File: src/rtl/serial_adder.sv
// serial_adder: bit-serial adder/subtractor, LSB first, one bit per clock.
// A WIDTH-bit operation takes WIDTH processing edges under a
// start/busy/done handshake. Defining SERIAL_ADDER_OVF_EN adds the ovf
// port and its register (signed overflow of the final result).
//
// state | meaning
// ------+--------------------------------------------------------------
// IDLE  | waiting for start; outputs hold the last result
// RUN   | one sum bit per edge, LSB first, carry kept in a flop
// DONE  | done pulse cycle; the result is visible on sum/cout(/ovf)

module serial_adder #(
    parameter int WIDTH = 8
) (
    input  logic             clk,
    input  logic             rst_n,
    input  logic             start,
    input  logic             sub,
    input  logic [WIDTH-1:0] a,
    input  logic [WIDTH-1:0] b,
    input  logic             cin,
    output logic             busy,
    output logic             done,
    output logic [WIDTH-1:0] sum,
`ifdef SERIAL_ADDER_OVF_EN
    output logic             cout,
    output logic             ovf
`else
    output logic             cout
`endif
);

    localparam int CNT_W = $clog2(WIDTH + 1);

    localparam logic [1:0] IDLE = 2'd0;
    localparam logic [1:0] RUN  = 2'd1;
    localparam logic [1:0] DONE = 2'd2;

    localparam logic [CNT_W-1:0] LAST_BIT = CNT_W'(WIDTH - 1);

    logic [1:0]       state;
    logic [WIDTH-1:0] op_a;
    logic [WIDTH-1:0] op_b;
    logic [WIDTH-1:0] shreg;
    logic             carry;
    logic [CNT_W-1:0] cnt;
    logic             bit_s;
    logic             carry_nxt;
    logic             last_bit;
    logic             accept;

    // Full-adder slice on the current LSBs; the edge ending the done cycle
    // may also accept a new start so operations can run back to back.
    always_comb begin
        bit_s     = op_a[0] ^ op_b[0] ^ carry;
        carry_nxt = (op_a[0] & op_b[0]) | (op_a[0] & carry) | (op_b[0] & carry);
        last_bit  = (cnt == LAST_BIT);
        accept    = start && ((state == IDLE) || (state == DONE));
    end

    // Control FSM with registered busy/done.
    always_ff @(posedge clk or negedge rst_n) begin
        if (!rst_n) begin
            state <= IDLE;
            busy  <= 1'b0;
            done  <= 1'b0;
        end else begin
            case (state)
                IDLE, DONE: begin
                    done <= 1'b0;
                    if (accept) begin
                        state <= RUN;
                        busy  <= 1'b1;
                    end else begin
                        state <= IDLE;
                    end
                end
                RUN: begin
                    if (last_bit) begin
                        state <= DONE;
                        busy  <= 1'b0;
                        done  <= 1'b1;
                    end
                end
                default: begin
                    state <= IDLE;
                    busy  <= 1'b0;
                    done  <= 1'b0;
                end
            endcase
        end
    end

    // Operand capture and serial shifting. Subtraction is folded into the
    // captured operand and carry (a + ~b + ~cin), so no mode flop is kept.
    always_ff @(posedge clk or negedge rst_n) begin
        if (!rst_n) begin
            op_a  <= '0;
            op_b  <= '0;
            shreg <= '0;
            carry <= 1'b0;
            cnt   <= '0;
        end else if (accept) begin
            op_a  <= a;
            op_b  <= sub ? ~b : b;
            carry <= sub ? ~cin : cin;
            cnt   <= '0;
        end else if (state == RUN) begin
            op_a  <= op_a >> 1;
            op_b  <= op_b >> 1;
            carry <= carry_nxt;
            shreg <= {bit_s, shreg[WIDTH-1:1]};
            cnt   <= cnt + CNT_W'(1);
        end
    end

    // Result registers load only on the final bit, so partial shifts never show.
    always_ff @(posedge clk or negedge rst_n) begin
        if (!rst_n) begin
            sum  <= '0;
            cout <= 1'b0;
        end else if ((state == RUN) && last_bit) begin
            sum  <= {bit_s, shreg[WIDTH-1:1]};
            cout <= carry_nxt;
        end
    end

`ifdef SERIAL_ADDER_OVF_EN
    // Signed overflow: carry into the MSB differs from carry out of it.
    always_ff @(posedge clk or negedge rst_n) begin
        if (!rst_n) begin
            ovf <= 1'b0;
        end else if ((state == RUN) && last_bit) begin
            ovf <= carry ^ carry_nxt;
        end
    end
`endif

endmodule

File: config.mk
export PLATFORM = sky130hd
export DESIGN_NAME = serial_adder
export DESIGN_NICKNAME = d
export VERILOG_FILES = /design/src/rtl/serial_adder.sv
export SDC_FILE = /design/constraint.sdc
export NUM_CORES = 1
export LEC_CHECK = 0
export CORE_UTILIZATION = 55
export DETAILED_ROUTE_END_ITERATION = 6
export PLACE_DENSITY = 0.83
export SYNTH_ARGS = -nofsm -noshare
export SYNTH_HDL_FRONTEND = slang
export SYNTH_SLANG_ARGS = --single-unit
File: constraint.sdc
create_clock -name clk -period 2.1 [get_ports clk]
set_input_delay 0.63 -clock clk [delete_from_list [all_inputs] [get_ports clk]]
set_output_delay 0.63 -clock clk [all_outputs]
set_load 0.01 [all_outputs]
==> results of run 1 <==
layer usage:
layer	up-vias	GRT usage	part of all wire
met2	41	0.4140	0.50
met4	0	0.08163	0.016
met3	5	0.07253	0.059
met1	676	0.2830	0.42
li1	631	-	-
met5	-	0	0
cell usage in the layout (no fill, tap or decap):
cell	instances
clkdlybuf4s50_1	30
a22o_1	5
nand4_1	1
fa_1	1
ha_1	1
nand3_1	1
xor2_1	9
bufinv_16	1
nor2_8	1
nor2b_1	1
nand2b_1	2
nand2_1	51
mux2_2	9
clkbuf_8	1
dfrtp_1	40
clkbuf_4	5
o21ai_0	2
and2b_1	1
nand3b_1	2
buf_2	1
nor2_1	15
mux2_4	1
a31oi_1	13
mux2i_1	2
clkinv_4	1
buf_4	6
a21o_1	2
metrics by stage:
step | cell area, um2 | std cells | total power, mW
final | 2215 | 249 | 3.215
after global routing | 2215 | 249 | 3.460
after CTS | 2215 | 249 | 3.242
after detailed placement | 2125 | 241 | 2.691
after global placement | 2125 | 241 | 2.603
after floorplan | 1779 | 170 | 2.238
layout make-up:
| type | count | area (um2) |
|---|---|---|
| Sequential cell | 40 | 1001 |
| Multi-Input combinational cell | 120 | 718.2 |
| Clock inverter | 2 | 38.79 |
| Timing Repair Buffer | 37 | 350.3 |
| Fill cell | 244 | 838.3 |
| Clock buffer | 6 | 51.30 |
| Tap cell | 44 | 55.05 |
final timing paths:
kind | endpoint | start | slack, ns | depth (start not counted)
min | op_a[4]$_DFFE_PN0P_ | rst_n | 0.20 | 1
min reg2reg | cnt[3]$_DFFE_PN0P_ | cnt[3]$_DFFE_PN0P_ | 0.49 | 1
min in group clk | cnt[3]$_DFFE_PN0P_ | cnt[3]$_DFFE_PN0P_ | 0.49 | 1
max in group asynchronous | op_b[5]$_DFFE_PN0P_ | rst_n | 1.37 | 2
max | done | done$_DFFE_PN0P_ | 0.12 | 1
max reg2reg | sum[3]$_DFFE_PN0P_ | done$_DFFE_PN0P_ | 0.51 | 3
where the power goes:
| part | internal, mW | switching [mW] |
|---|---|---|
| clock | 0.285 | 0.260 |
| combinational | 0.645 | 0.669 |
| sequential | 1.13 | 0.224 |
| total | 2.06 | 1.15 |
sequential cells by signal, summed over array words and instances, names as in the netlist:
| register | cells |
|---|---|
| busy | 1 |
| carry | 1 |
| cnt | 4 |
| cout | 1 |
| done | 1 |
| op_a | 8 |
| op_b | 8 |
| shreg | 7 |
| state | 1 |
| sum | 8 |
Yosys cell counts, drive strengths merged:
master  count  area, um2
nor2       16      76.32
ha          1      12.51
nand4       1      6.260
dfrtp      40       1001
nand3       1      5.000
nor2b       1      6.260
nand2b      2      12.51
o21ai       2      10.01
fa          1      20.02
nand2      51      191.4
nand3b      2      15.01
buf        10      60.06
a22o        5      43.79
mux2       10      116.4
xor2        9      78.83
mux2i       2      20.02
a21o        2      15.01
and2b       1      7.510
a31oi      13      81.33
cell families after synthesis:
family	count (synthesis)
adders and majority gates	2
buffers and inverters	10
xor gates and xnor gates	9
muxes	12
DFF	40
AOI/OAI and AO/OA	22
and+or+nand+nor	75
==> run_results.csv, run 1 <==
group,metric,value,unit
logic_synthesis,synth_compound_area_frac,0.08439,
logic_synthesis,synthXorXnorAreaFrac,0.04430,
placement,gp_congestion,0.7880,
timing,setup_violations,0,
logic_synthesis,syn_avg_cell_area,10.47,um2
routing,viasPerCell,5.434,
cells_and_area,post-route-util,0.7254,
floorplanning,die_area,3466,um2
floorplanning,rows,20,
cells_and_area,n_antenna_cell,0,
clock_network,cts_hold_buffers,0,
power,power.density,1452,nW/um2
critical_path,path_cells,"clkdlybuf4s50_1",
placement,place_ws,0.1643,ns
critical_path,required,1.47,ns
timing,rsz0062_at_grt,"no",
placement,hpwl,2.434,mm
cells_and_area,syn2layout_area_growth,24.47,%
timing,fin_crit_sh,0.9412,
routing,wl,3.489,mm
critical_path,crit_path_end_kind,"output pin",
logic_synthesis,syn-num-nets,193,
critical_path,cp_max_fo,4,
logic_synthesis,synth_top_family_by_area,"simple AND/OR/NAND/NOR gates",
logic_synthesis,yosysSeqAreaShare,0.5626,
critical_path,max_stage_delay,0.56,ns
clock_network,cts_setup_buffers,0,
status,outcome,"finished, final reports clean",
clock_network,cts_tree,"built",
routing,drt_iter0_drc,55,
routing,drt_first_pass_iters,4,
timing,fin_setup_tns,0,ns
logic_synthesis,ys_ff_latch,40,
critical_path,crit_buf_inv,1,
critical_path,cp_top_family,"buffers and inverters",
floorplanning,core,3053,um2
routing,ant_nets,0,
grt,grt_usage,0.2392,
logic_synthesis,ys_types,22,
grt,grt_pass1_vias,1340,
routing,drc,0,
timing,min_period,1.976,ns
floorplanning,io_pins,32,
logic_synthesis,synthMuxAreaShare,0.07665,
timing,worst_slew_pin_slew,0.4945,ns
power,vdd_drop_max,699.2,uV
timing,drv_slew,0,
critical_path,cp.arrival,1.35,ns
logic_synthesis,ys_warn_count,0,
floorplanning,fp.dieW,58.88,um
logic_synthesis,synth-simple-area-share,0.1800,
critical_path,crit_slowest_cell,"clkdlybuf4s50_1",
power,leakagePower,1.035,nW
logic_synthesis,syn_area,1779,um2
clock_network,cts_root_buffer,"clkbuf_4",
critical_path,cp-start-kind,"flip-flop",
cells_and_area,drive_above_1_share,0.1268,
min_path,hold_path_class,"in -> async",
grt,antenna_found_initial,0,
grt,grt_pass1_wl,5.934,mm
routing,wl_per_cell,14.01,um
logic_synthesis,netlist_instances,170,
timing,fmaxAchievable,505.9,MHz
clock_network,numCtsBuffers,5,
timing,finClkSkew,0.01257,ns
floorplanning,fp.dieH,58.88,um
clock_network,ctsResizeCount,0,
timing,setup_slack,0.1235,ns
placement,io_buffers,31,
clock_network,clk_pin_slew_worst_paths,0.13,ns
critical_path,path_class,"reg -> out",
flow_run,max_cap_violations,0,
clock_network,insertion_delay,0.35,ns
grt,overflow,0,
clock_network,cts_num_sinks,40,
grt,grt_max_degree,28,
cells_and_area,nets,227,
logic_synthesis,synth_adder_area_share,0.01828,
timing,whs,0.2028,ns
clock_network,clockBufferDepth,2,
timing,final-hold-violation-count,0,
floorplanning,initial_core_util,0.5828,
clock_network,cts.htree.levels,2,
timing,slew-limit-headroom,0.6693,
routing,dr_total_vias,1353,
Power figures use the tool's default switching activity.
==> inputs of run 2 (changes only) <==
Settings changed: CELL_PAD_IN_SITES_DETAIL_PLACEMENT set to 1, CELL_PAD_IN_SITES_GLOBAL_PLACEMENT set to 1, CORE_UTILIZATION 55 to 43, PLACE_DENSITY 0.83 to unset, PLACE_DENSITY_LB_ADDON set to 0.1.
==> run_results.csv, run 2 (synthesis gave the netlist of run 1 again) <==
group,metric,value,unit
cells_and_area,layout_commonest_cell,"nand2_1",
critical_path,crit_buf_inv,1,
critical_path,timing.rr.start,"cnt[0]$_DFFE_PN0P_",
cells_and_area,mostFrequentLayoutCells,"nand2_1 (51), dfrtp_1 (40), clkdlybuf4s50_1 (30)",
critical_path,rr_worst_depth,4,
timing,worst_slew_pin_slew,0.5359,ns
floorplanning,io_pins,32,
routing,drt_iter0_drc,81,
status,outcome,"finished, final reports clean",
grt,antenna_found_initial,0,
clock_network,cts_num_sinks,40,
grt,grt_usage,0.2044,
routing,viasPerCell,5.174,
grt,grt_max_degree,30,
timing,finClkSkew,0.01014,ns
grt,grt_pass1_vias,1389,
clock_network,cts.htree.levels,2,
timing,setup_violations,0,
clock_network,clockBufferDepth,2,
critical_path,max_stage_delay,0.56,ns
clock_network,clk_pin_slew_worst_paths,0.08,ns
timing,min_period,1.866,ns
timing,fin_setup_tns,0,ns
critical_path,cp_top_family,"buffers and inverters",
critical_path,crit_slowest_cell,"clkdlybuf4s50_1",
clock_network,numCtsBuffers,5,
flow_run,max_cap_violations,0,
routing,wl,3.848,mm
critical_path,cp_max_fo,4,
routing,drt_first_pass_iters,3,
routing,wl_per_cell,15.21,um
floorplanning,die_area,4399,um2
timing,fin_crit_sh,0.8886,
cells_and_area,drive_above_1_share,0.1182,
critical_path,required,1.47,ns
cells_and_area,nets,225,
cells_and_area,syn2layout_area_growth,26.65,%
grt,overflow,0,
clock_network,cts_hold_buffers,0,
cells_and_area,stdcell_area,2253,um2
critical_path,cp-start-kind,"flip-flop",
clock_network,cts_tree,"built",
grt,grt_pass1_wl,6.479,mm
critical_path,r2r-end,"sum[3]$_DFFE_PN0P_",
timing,rsz0062_at_grt,"no",
placement,dp.cells,245,
clock_network,cts_setup_buffers,0,
power,leakagePower,1.042,nW
min_path,hold_path_class,"in -> async",
cells_and_area,top_regs,"op_a x8, op_b x8, sum x8",
routing,ant_nets,0,
floorplanning,core,4000,um2
clock_network,ctsResizeCount,0,
floorplanning,rows,23,
timing,fmaxAchievable,535.9,MHz
routing,dr_total_vias,1309,
clock_network,cts_root_buffer,"clkbuf_8",
critical_path,path_class,"reg -> out",
critical_path,cp.arrival,1.24,ns
clock_network,insertion_delay,0.29,ns
timing,drv_slew,0,
cells_and_area,post-route-util,0.5633,
placement,postPlaceCellArea,2142,um2
timing,final-hold-violation-count,0,
critical_path,path_cells,"clkdlybuf4s50_1",
power,vdd_drop_max,552.6,uV
timing,whs,0.2897,ns
critical_path,r2r_setup_slack,0.48,ns
cells_and_area,n_antenna_cell,0,
timing,slew-limit-headroom,0.6416,
floorplanning,fp.dieW,66.33,um
floorplanning,initial_core_util,0.4448,
cells_and_area,fin_cells,253,
power,power.density,1468,nW/um2
critical_path,crit_path_end_kind,"output pin",
placement,hpwl,2.608,mm
floorplanning,fp.dieH,66.33,um
placement,gp_congestion,0.7038,
routing,drc,0,
placement,io_buffers,31,
==> run 2: cell types whose count changed in the layout (fill, tap and decap cells not counted), moves of 2 or more <==
cell and change:
clkbuf_4 -5, buf_12 +2, clkbuf_8 +4, buf_4 -4
==> run 2: how the worst max path moves through the flow <==
stage,depth (start not counted),slack [ns],from,end
finish,1,0.23,done$_DFFE_PN0P_,done
global placement,4,0.22,sub,op_b[6]$_DFFE_PN0P_
global route,1,0.17,done$_DFFE_PN0P_,done
CTS,1,0.23,done$_DFFE_PN0P_,done
floorplan,4,0.70,cnt[0]$_DFFE_PN0P_,cout$_DFFE_PN0P_
detailed placement,4,0.17,sub,carry$_DFFE_PN0P_
==> run 2: area by class of cell <==
cell class,count,area [um2]
multi-input cells,120,718.2
repair buffers,35,360.3
fillers,432,1747
clock inverters,3,42.54
flip-flops and latches,40,1001
well taps,50,62.56
clock buffers,5,68.82
==> run 2: layer usage <==
| metal | routed length (um) | vias to the layer above | global-route usage |
|---|---|---|---|
| met5 | 0 | - | 0 |
| met4 | 48 | 0 | 0.08777 |
| met3 | 118 | 5 | 0.04138 |
| met2 | 1983 | 23 | 0.3406 |
| met1 | 1698 | 654 | 0.2555 |
| li1 | - | 627 | - |
==> run 2: stage by stage <==
step / power, mW / setup WS [ns]
final: 3.307 / 0.2339
after global routing: 3.600 / 0.1748
after CTS: 3.357 / 0.2310
after detailed placement: 2.715 / 0.1654
after global placement: 2.625 / 0.2169
after floorplan: 2.238 / 0.6952
==> run 2: report_power, final <==
group	switching, mW	internal [mW]
combinational	0.670	0.645
clock	0.278	0.352
sequential	0.227	1.13
total	1.18	2.13
==> inputs of run 3 (changes only) <==
Settings changed: CORE_MARGIN set to 1.5, CTS_CLUSTER_SIZE set to 12.
==> run_results.csv, run 3 (synthesis gave the netlist of run 1 again) <==
group,metric,value,unit
placement,gp_congestion,0.6965,
power,vdd_drop_max,506.7,uV
timing,worst_slew_pin_slew,0.4943,ns
routing,wl_per_cell,14.61,um
critical_path,cp.arrival,1.23,ns
critical_path,path_cells,"clkdlybuf4s50_1",
critical_path,required,1.47,ns
grt,overflow,0,
status,outcome,"finished, final reports clean",
critical_path,cp-start-kind,"flip-flop",
grt,antenna_found_initial,0,
floorplanning,rows,23,
timing,min_period,1.857,ns
min_path,hold_path_class,"in -> async",
routing,drc,0,
clock_network,cts_hold_buffers,0,
critical_path,crit_slowest_cell,"clkdlybuf4s50_1",
critical_path,max_stage_delay,0.56,ns
critical_path,crit_buf_inv,1,
routing,ant_nets,0,
critical_path,r2r-end,"sum[3]$_DFFE_PN0P_",
cells_and_area,syn2layout_area_growth,25.46,%
cells_and_area,n_fill_cell,437,
floorplanning,fp.dieH,67.33,um
floorplanning,initial_core_util,0.4448,
timing,fin_crit_sh,0.8842,
flow_run,max_cap_violations,0,
timing,finClkSkew,0.003454,ns
grt,grt_pass1_wl,6.154,mm
timing,fin_setup_tns,0,ns
clock_network,cts_setup_buffers,0,
routing,viasPerCell,5.158,
critical_path,cp_top_family,"buffers and inverters",
clock_network,ctsResizeCount,0,
clock_network,cts_num_sinks,40,
grt,grt_usage,0.1862,
clock_network,cts_tree,"built",
timing,fmaxAchievable,538.6,MHz
routing,wl,3.697,mm
clock_network,cts.htree.levels,2,
clock_network,numCtsBuffers,5,
critical_path,timing.rr.start,"cnt[0]$_DFFE_PN0P_",
timing,rsz0062_at_grt,"no",
clock_network,cts_root_buffer,"clkbuf_8",
cells_and_area,nets,225,
timing,setup_violations,0,
floorplanning,die_area,4533,um2
routing,drt_first_pass_iters,4,
placement,place_ws,0.1569,ns
critical_path,worstSetupPathDepth,1,
critical_path,path_class,"reg -> out",
grt,grt_max_degree,30,
timing,drv_slew,0,
cells_and_area,n_antenna_cell,0,
critical_path,crit_path_end_kind,"output pin",
critical_path,r2r_setup_slack,0.52,ns
grt,grt_pass1_vias,1362,
floorplanning,core,4000,um2
timing,slew-limit-headroom,0.6694,
critical_path,cp_max_fo,4,
placement,hpwl,2.550,mm
clock_network,clockBufferDepth,2,
cells_and_area,seq_area,1001,um2
floorplanning,io_pins,32,
cells_and_area,mostFrequentLayoutCells,"nand2_1 (51), dfrtp_1 (40), clkdlybuf4s50_1 (30)",
timing,final-hold-violation-count,0,
cells_and_area,drive_above_1_share,0.1084,
timing,setup_slack,0.2432,ns
cells_and_area,top_regs,"op_a x8, op_b x8, sum x8",
power,leakagePower,1.033,nW
routing,drt_iter0_drc,51,
routing,dr_total_vias,1305,
cells_and_area,layout_commonest_cell,"nand2_1",
clock_network,insertion_delay,0.29,ns
floorplanning,fp.dieW,67.33,um
clock_network,clk_pin_slew_worst_paths,0.07,ns
power,power.density,1425,nW/um2
cells_and_area,multiInputGateArea,718.2,um2
placement,io_buffers,31,
critical_path,rr_worst_depth,4,
-- run 3: cell types whose count changed in the layout (fill, tap and decap cells not counted), sizes merged --
cell and delta:
clkinvlp -1, clkbuf +3, bufinv -1, clkinv -1
-- run 3: area by class of cell --
type / count / share of cell area
sequential: 40 / 0.4484
multi-input combinational: 120 / 0.3217
tap: 50 / 0.02803
timing repair buffer: 35 / 0.1614
clock buffer: 8 / 0.04036
-- run 3: worst max path at each step --
stage	startpoint	to
floorplan	cnt[0]$_DFFE_PN0P_	cout$_DFFE_PN0P_
global placement	sub	op_b[6]$_DFFE_PN0P_
detailed placement	sub	op_b[6]$_DFFE_PN0P_
CTS	done$_DFFE_PN0P_	done
global route	done$_DFFE_PN0P_	done
finish	done$_DFFE_PN0P_	done
-- run 3: power by group --
group	total, mW	internal (mW)	switching (mW)
registers	1.36	1.14	0.222
logic	1.30	0.645	0.658
clock network	0.521	0.268	0.253
total	3.18	2.05	1.13
-- run 3: metrics by stage --
| stage | power [mW] | util | std cells | hold WS (ns) | area [um2] |
|---|---|---|---|---|---|
| floorplan | 2.238 | - | 170 | 0.3344 | 1779 |
| global placement | 2.618 | 0.5355 | 245 | 0.4535 | 2142 |
| detailed placement | 2.702 | 0.5355 | 245 | 0.4710 | 2142 |
| CTS | 3.236 | 0.5580 | 253 | 0.3166 | 2232 |
| global route | 3.474 | 0.5580 | 253 | 0.3164 | 2232 |
| finish | 3.182 | 0.5580 | 253 | 0.2997 | 2232 |
-- run 3: metal layers --
layer / part of all wire / vias up / GRT usage
met5: 0 / - / 0
met4: 0.014 / 0 / 0.06888
met3: 0.028 / 5 / 0.04500
met2: 0.51 / 25 / 0.3267
met1: 0.44 / 649 / 0.2210
li1: - / 626 / -
